==> src/rtl/bcd_scan_if.sv <==
// Word handshake plus display outputs of the BCD display scanner.
// A word moves on a rising edge where bcd_valid and bcd_ready are both 1; the source holds bcd_in stable while bcd_valid is high.
interface bcd_scan_if;
    logic        bcd_valid;
    logic [11:0] bcd_in;
    logic        bcd_ready;
    logic [2:0]  an;
    logic [6:0]  seg;
    logic        frame_done;
    logic        bcd_err;
    logic [1:0]  state;

    modport master (
        output bcd_valid, bcd_in,
        input  bcd_ready, an, seg, frame_done, bcd_err, state
    );

    modport slave (
        input  bcd_valid, bcd_in,
        output bcd_ready, an, seg, frame_done, bcd_err, state
    );
endinterface

==> src/rtl/bcd_display_scanner.sv <==
// Latches a 3-digit packed BCD word and time-multiplexes it onto a 3-digit
// 7-segment display with optional leading-zero blanking and an illegal-digit flag.
module bcd_display_scanner #(
    parameter int SCAN_DIV = 4,
    parameter bit BLANK_LZ = 1'b1
) (
    input  logic       clk,
    input  logic       reset,
    bcd_scan_if.slave  bus
);
    localparam int DW = (SCAN_DIV > 1) ? $clog2(SCAN_DIV) : 1;
    localparam logic [DW-1:0] DIV_MAX = DW'(SCAN_DIV - 1);

    typedef enum logic [1:0] {
        IDLE = 2'd0,
        LOAD = 2'd1,
        SCAN = 2'd2
    } state_t;

    state_t      state;
    logic [11:0] word;
    logic [DW-1:0] div;
    logic [1:0]  idx;
    logic [2:0]  blank;
    logic [2:0]  an_r;
    logic [6:0]  seg_r;
    logic        frame_done_r;
    logic        bcd_err_r;

    logic [2:0]  blank_c;
    logic        err_c;
    logic [1:0]  idx_next;
    logic [9:0]  disp_first;
    logic [9:0]  disp_next;

    function automatic logic [6:0] seg_of(input logic [3:0] d);
        case (d)
            4'd0:    seg_of = 7'h3F;
            4'd1:    seg_of = 7'h06;
            4'd2:    seg_of = 7'h5B;
            4'd3:    seg_of = 7'h4F;
            4'd4:    seg_of = 7'h66;
            4'd5:    seg_of = 7'h6D;
            4'd6:    seg_of = 7'h7D;
            4'd7:    seg_of = 7'h07;
            4'd8:    seg_of = 7'h7F;
            4'd9:    seg_of = 7'h6F;
            default: seg_of = 7'h40;
        endcase
    endfunction

    // Returns {an, seg} for one digit slot; a blanked slot drives nothing.
    function automatic logic [9:0] slot_disp(input logic [1:0] slot,
                                             input logic [11:0] w,
                                             input logic [2:0] bl);
        logic [3:0] d;
        logic [2:0] a;
        case (slot)
            2'd1:    begin d = w[7:4];  a = 3'b010; end
            2'd2:    begin d = w[11:8]; a = 3'b100; end
            default: begin d = w[3:0];  a = 3'b001; end
        endcase
        if (bl[slot[1] ? 2 : (slot[0] ? 1 : 0)])
            slot_disp = 10'd0;
        else
            slot_disp = {a, seg_of(d)};
    endfunction

    // Illegal digits are never zero, so they are never blanked.
    always_comb begin
        blank_c    = 3'b000;
        err_c      = (word[11:8] > 4'd9) || (word[7:4] > 4'd9) || (word[3:0] > 4'd9);
        if (BLANK_LZ) begin
            blank_c[2] = (word[11:8] == 4'd0);
            blank_c[1] = (word[11:8] == 4'd0) && (word[7:4] == 4'd0);
        end
        idx_next   = (idx >= 2'd2) ? 2'd0 : idx + 2'd1;
        disp_first = slot_disp(2'd0, word, blank_c);
        disp_next  = slot_disp(idx_next, word, blank);
    end

    assign bus.bcd_ready  = (state != LOAD);
    assign bus.an         = an_r;
    assign bus.seg        = seg_r;
    assign bus.frame_done = frame_done_r;
    assign bus.bcd_err    = bcd_err_r;
    assign bus.state      = state;

    always_ff @(posedge clk) begin
        if (reset) begin
            state        <= IDLE;
            word         <= 12'd0;
            div          <= '0;
            idx          <= 2'd0;
            blank        <= 3'b000;
            an_r         <= 3'b000;
            seg_r        <= 7'd0;
            frame_done_r <= 1'b0;
            bcd_err_r    <= 1'b0;
        end else begin
            frame_done_r <= 1'b0;
            if (bus.bcd_valid && (state != LOAD)) begin
                // A new word aborts any frame in progress; the display holds until E1.
                word  <= bus.bcd_in;
                state <= LOAD;
            end else begin
                case (state)
                    LOAD: begin
                        state     <= SCAN;
                        div       <= '0;
                        idx       <= 2'd0;
                        blank     <= blank_c;
                        bcd_err_r <= err_c;
                        an_r      <= disp_first[9:7];
                        seg_r     <= disp_first[6:0];
                    end
                    SCAN: begin
                        if (idx == 2'd3) begin
                            idx <= 2'd0;
                            div <= '0;
                        end else if (div == DIV_MAX) begin
                            div          <= '0;
                            idx          <= idx_next;
                            an_r         <= disp_next[9:7];
                            seg_r        <= disp_next[6:0];
                            frame_done_r <= (idx == 2'd2);
                        end else begin
                            div <= div + 1'b1;
                        end
                    end
                    default: ;
                endcase
            end
        end
    end
endmodule
==> src/flat_wrapper.sv <==
// flat-port wrapper written by rule: the top's interface ports become plain ports
module bcd_display_scanner_flat 
#(
    parameter int SCAN_DIV = 4,
    parameter bit BLANK_LZ = 1'b1
)
  (clk, reset, bus_bcd_valid, bus_bcd_in, bus_bcd_ready, bus_an, bus_seg, bus_frame_done, bus_bcd_err, bus_state);
  bcd_scan_if bus_i ();
  input  logic clk;
  input  logic reset;
  input wire logic [$bits(bus_i.bcd_valid)-1:0] bus_bcd_valid;
  input wire logic [$bits(bus_i.bcd_in)-1:0] bus_bcd_in;
  output wire logic [$bits(bus_i.bcd_ready)-1:0] bus_bcd_ready;
  output wire logic [$bits(bus_i.an)-1:0] bus_an;
  output wire logic [$bits(bus_i.seg)-1:0] bus_seg;
  output wire logic [$bits(bus_i.frame_done)-1:0] bus_frame_done;
  output wire logic [$bits(bus_i.bcd_err)-1:0] bus_bcd_err;
  output wire logic [$bits(bus_i.state)-1:0] bus_state;
  assign bus_i.bcd_valid = bus_bcd_valid;
  assign bus_i.bcd_in = bus_bcd_in;
  assign bus_bcd_ready = bus_i.bcd_ready;
  assign bus_an = bus_i.an;
  assign bus_seg = bus_i.seg;
  assign bus_frame_done = bus_i.frame_done;
  assign bus_bcd_err = bus_i.bcd_err;
  assign bus_state = bus_i.state;
  bcd_display_scanner #(.SCAN_DIV(SCAN_DIV), .BLANK_LZ(BLANK_LZ)) u_core (.clk(clk), .reset(reset), .bus(bus_i));
endmodule
==> config.mk <==
export PLATFORM = sky130hd
export DESIGN_NAME = bcd_display_scanner_flat
export DESIGN_NICKNAME = d
export VERILOG_FILES = /design/src/rtl/bcd_scan_if.sv /design/src/rtl/bcd_display_scanner.sv /design/src/flat_wrapper.sv
export SDC_FILE = /design/constraint.sdc
export NUM_CORES = 1
export LEC_CHECK = 0
export ABC_CLOCK_PERIOD_IN_PS = 3600
export CAP_MARGIN = 15
export CORE_MARGIN = 4
export CORE_UTILIZATION = 30
export DETAILED_ROUTE_END_ITERATION = 6
export PLACE_DENSITY = 0.57
export SLEW_MARGIN = 0
export SYNTH_ARGS = -nofsm -noshare
export SYNTH_HDL_FRONTEND = slang
export SYNTH_SLANG_ARGS = --single-unit
==> constraint.sdc <==
create_clock -name clk -period 3.6 [get_ports clk]
set_input_delay 0.54 -clock clk [delete_from_list [all_inputs] [get_ports clk]]
set_output_delay 0.54 -clock clk [all_outputs]
set_load 0.01 [all_outputs]
==> flow_summary.toml <==
[pwr]
total_power_mw = 0.983
peakVddDrop_mv = 0.124
powerDensity_nw_per_um2 = 398
p_leak_nw = 0.960

[clocking]
cts_root_buffer = "clkbuf_8"
cts.htree.levels = 2
clock-sinks = 39
cts_tree = "done"
clk_pin_slew_ns = 0.07
postCtsResizedCells = 0
cts_buffers = 5
cts_buffer_depth = 2
cts_setup_buffers = 0
clk_latency_ns = 0.29
ctsHoldBuffers = 0

[setup_path]
crit_slowest_cell = "nand2b_1"
crit_start = "u_core.bus.state[1]$_SDFFE_PP0P_"
cpMostUsedCell = "ha_1"
cp_top_family = "simple AND/OR/NAND/NOR gates"
r2r_start = "u_core.bus.state[1]$_SDFFE_PP0P_"
required_ns = 3.82
cpPeakStageDelay_ns = 0.46
start_kind = "flip-flop"
reg2regPathDepth = 8
r2r_end = "u_core.disp_first[0]$_DFF_P_"
crit_fanout = 15
ff2ff_setup_slack_ns = 1.20
cp_cell_sequence = "inv_1, ha_1, nand2b_1, mux2i_1, or2_1, ha_1, mux2_4, o22ai_1"
crit_type = "reg2reg"
crit_path_end_kind = "flip-flop"
worst-path-buf-inv = 1
worstPathArrival_ns = 2.62

[floorplan]
die_y_um = 90.9
dieArea_sq_um = 8260
die_width_um = 90.9
coreArea_sq_um = 6490
initial_core_util_pct = 31.7
row_count = 29
ios = 30

[layout]
finalNetCount = 291
post-route-cell-area_sq_um = 2470
fillers = 657
multi_input_comb_area_sq_um = 1140
seqCellArea_sq_um = 781
synthToLayoutAreaGrowth_pct = 19.9
insertedDiodeCount = 0
drive_above_1_share_pct = 8.71

[grt]
grt_max_degree = 22
first_global_vias = 1642
track_usage_pct = 11.4
grt_pass1_wl_um = 7730
grt_overflow_total = 0
antenna_found_initial = 0

[sta]
fmax_ghz = 0.416
setup_violations = 0
grt_setup_unrepaired = "false"
clock_skew_ns = 0.00280
hold_violations = 0
whs_ns = 0.456
slew_headroom_pct = 58.6
slew_violations = 0
layout_setup_ws_ns = 1.20
tightestPinTransition_ns = 0.622
fin_crit_sh_pct = 66.8
fin_crit_ns = 2.40
tns_ns = 0

[logic_synthesis]
avgSynthCellArea_sq_um = 8.63
async_reset_ff_share_pct = 0
yosysSeqAreaShare_pct = 37.9
synth-xor-area-share_pct = 0
yosys.area_share.simple_pct = 18.2
ys_types = 53
yosysTopAreaCell = "dfxtp_1"
netlist_top_cells_count = "dfxtp_1 (39), nand2_1 (32), a21oi_1 (24), ha_1 (13), nor2_1 (13)"
synthFlopType = "dfxtp_1"
synth_seq_cells = 39
synth_edf_count = 0
synth_most_common_cell = "dfxtp_1"
synth_top_family_by_area = "compound AO/OA/AOI/OAI gates"
muxShareOfSynthArea_pct = 8.68
syn_area_sq_um = 2060
yosys_warnings = 0
syn_inst = 239
synth_fa_ha_area_share_pct = 7.89
synth_top_area_share_pct = 37.9
synthesis.nets = 267
yosys-top-cells-area = "dfxtp_1 (38%), ha_1 (7.9%), a21oi_1 (5.8%)"
synth_compound_area_share_pct = 20.6

[routing]
drt_first_pass_iters = 4
drt-met1-wl_um = 2310
met2WireLength_um = 1910
drt_iter0_drc = 51
via_per_inst = 4.98
wl_um = 4550
drtAntennaViolNets = 0
drcViolationCount = 0
dr_wl_met3_um = 249
highest_layer = "met4"
vias = 1697
wl_per_cell_um = 13.3

[place]
dp_hpwl_um = 3430
io_buffers = 29
routabilityCongestion = 0.832
place_ws_ns = 0.949
placed_area_sq_um = 2390

[hold_path]
holdPathEnd = "u_core.bus.an[1]$_SDFFE_PP0P_"
min_path_type = "reg2reg"
hp-start = "u_core.bus.an[1]$_SDFFE_PP0P_"
worstHoldPathCells = 2

[outcome]
outcome = "completed"

[job]
maxCapViolations = 0
==> per-layer routing <==
metal,GRT usage [%],vias up
met1,14.6,767
met2,17.3,32
li1,-,888
met5,0,-
met4,5.15,0
met3,4.08,10
==> tightest hold or removal path, cell delays in order (launching register included) <==
cell,delay [ns]
dfxtp_1,0.31
nand2_1,0.05
a21oi_1,0.05
==> kinds of logic (layout without fill, tap and decap cells) <==
family          Yosys count  count (layout)
simple gates             76              76
buf+inv                  31              56
fa+ha+maj                13              13
flops                    39              39
compound gates           66              66
mux                      14              14
==> area by class of cell <==
class | instances | share of cell area (%)
multi-input cells | 169 | 46.2
flip-flops and latches | 39 | 31.6
repair buffers | 32 | 12.7
well taps | 77 | 3.90
clock buffers | 7 | 3.09
inverters | 16 | 2.43
clock inverters | 1 | 0.202
==> worst max path at each step <==
stage	slack, ns	end	depth (start not counted)
4_1_cts	1.17	u_core.disp_first[0]$_DFF_P_	8
2_1_floorplan	1.44	u_core.disp_first[1]$_DFF_P_	11
3_5_place_dp	0.95	u_core.disp_first[0]$_DFF_P_	7
6_report	1.20	u_core.disp_first[0]$_DFF_P_	8
3_3_place_gp	0.99	u_core.disp_first[1]$_DFF_P_	9
5_1_grt	0.93	u_core.disp_first[1]$_DFF_P_	10
==> sequential cells by signal, indices dropped and copies added, names as in the netlist <==
signal and cells:
u_core.blank 2, u_core.bus.an 3, u_core.bus.bcd_err 1, u_core.bus.frame_done 1, u_core.bus.seg 7, u_core.bus.state 2
u_core.disp_first 7, u_core.div 2, u_core.idx 2, u_core.word 12
==> placed cells by master (no fill, tap or decap), types with 4 or more instances in the layout <==
master	Yosys	final
nor2_1	13	13
clkdlybuf4s50_1	0	29
a21oi_1	24	24
a211oi_1	4	4
mux2i_1	6	6
nand2_1	32	32
o21ai_1	4	4
dfxtp_1	39	39
mux2_4	4	4
inv_2	5	5
inv_1	11	11
nor3_1	4	4
ha_1	13	13
clkbuf_8	0	5
o21ai_0	8	8
==> power by group <==
group          internal, mW  switching, mW  leakage, nW
sequential            0.466         0.0228        0.320
clock                 0.136          0.152       0.0422
combinational        0.0992          0.107        0.597
total                 0.702          0.281        0.960
==> per-stage QoR <==
stage,util [%],std cells
6_report,38.1,341
5_1_grt,38.1,341
4_1_cts,38.1,341
3_5_place_dp,36.8,333
3_3_place_gp,36.8,333
2_1_floorplan,-,239
Power figures use the tool's default switching activity.
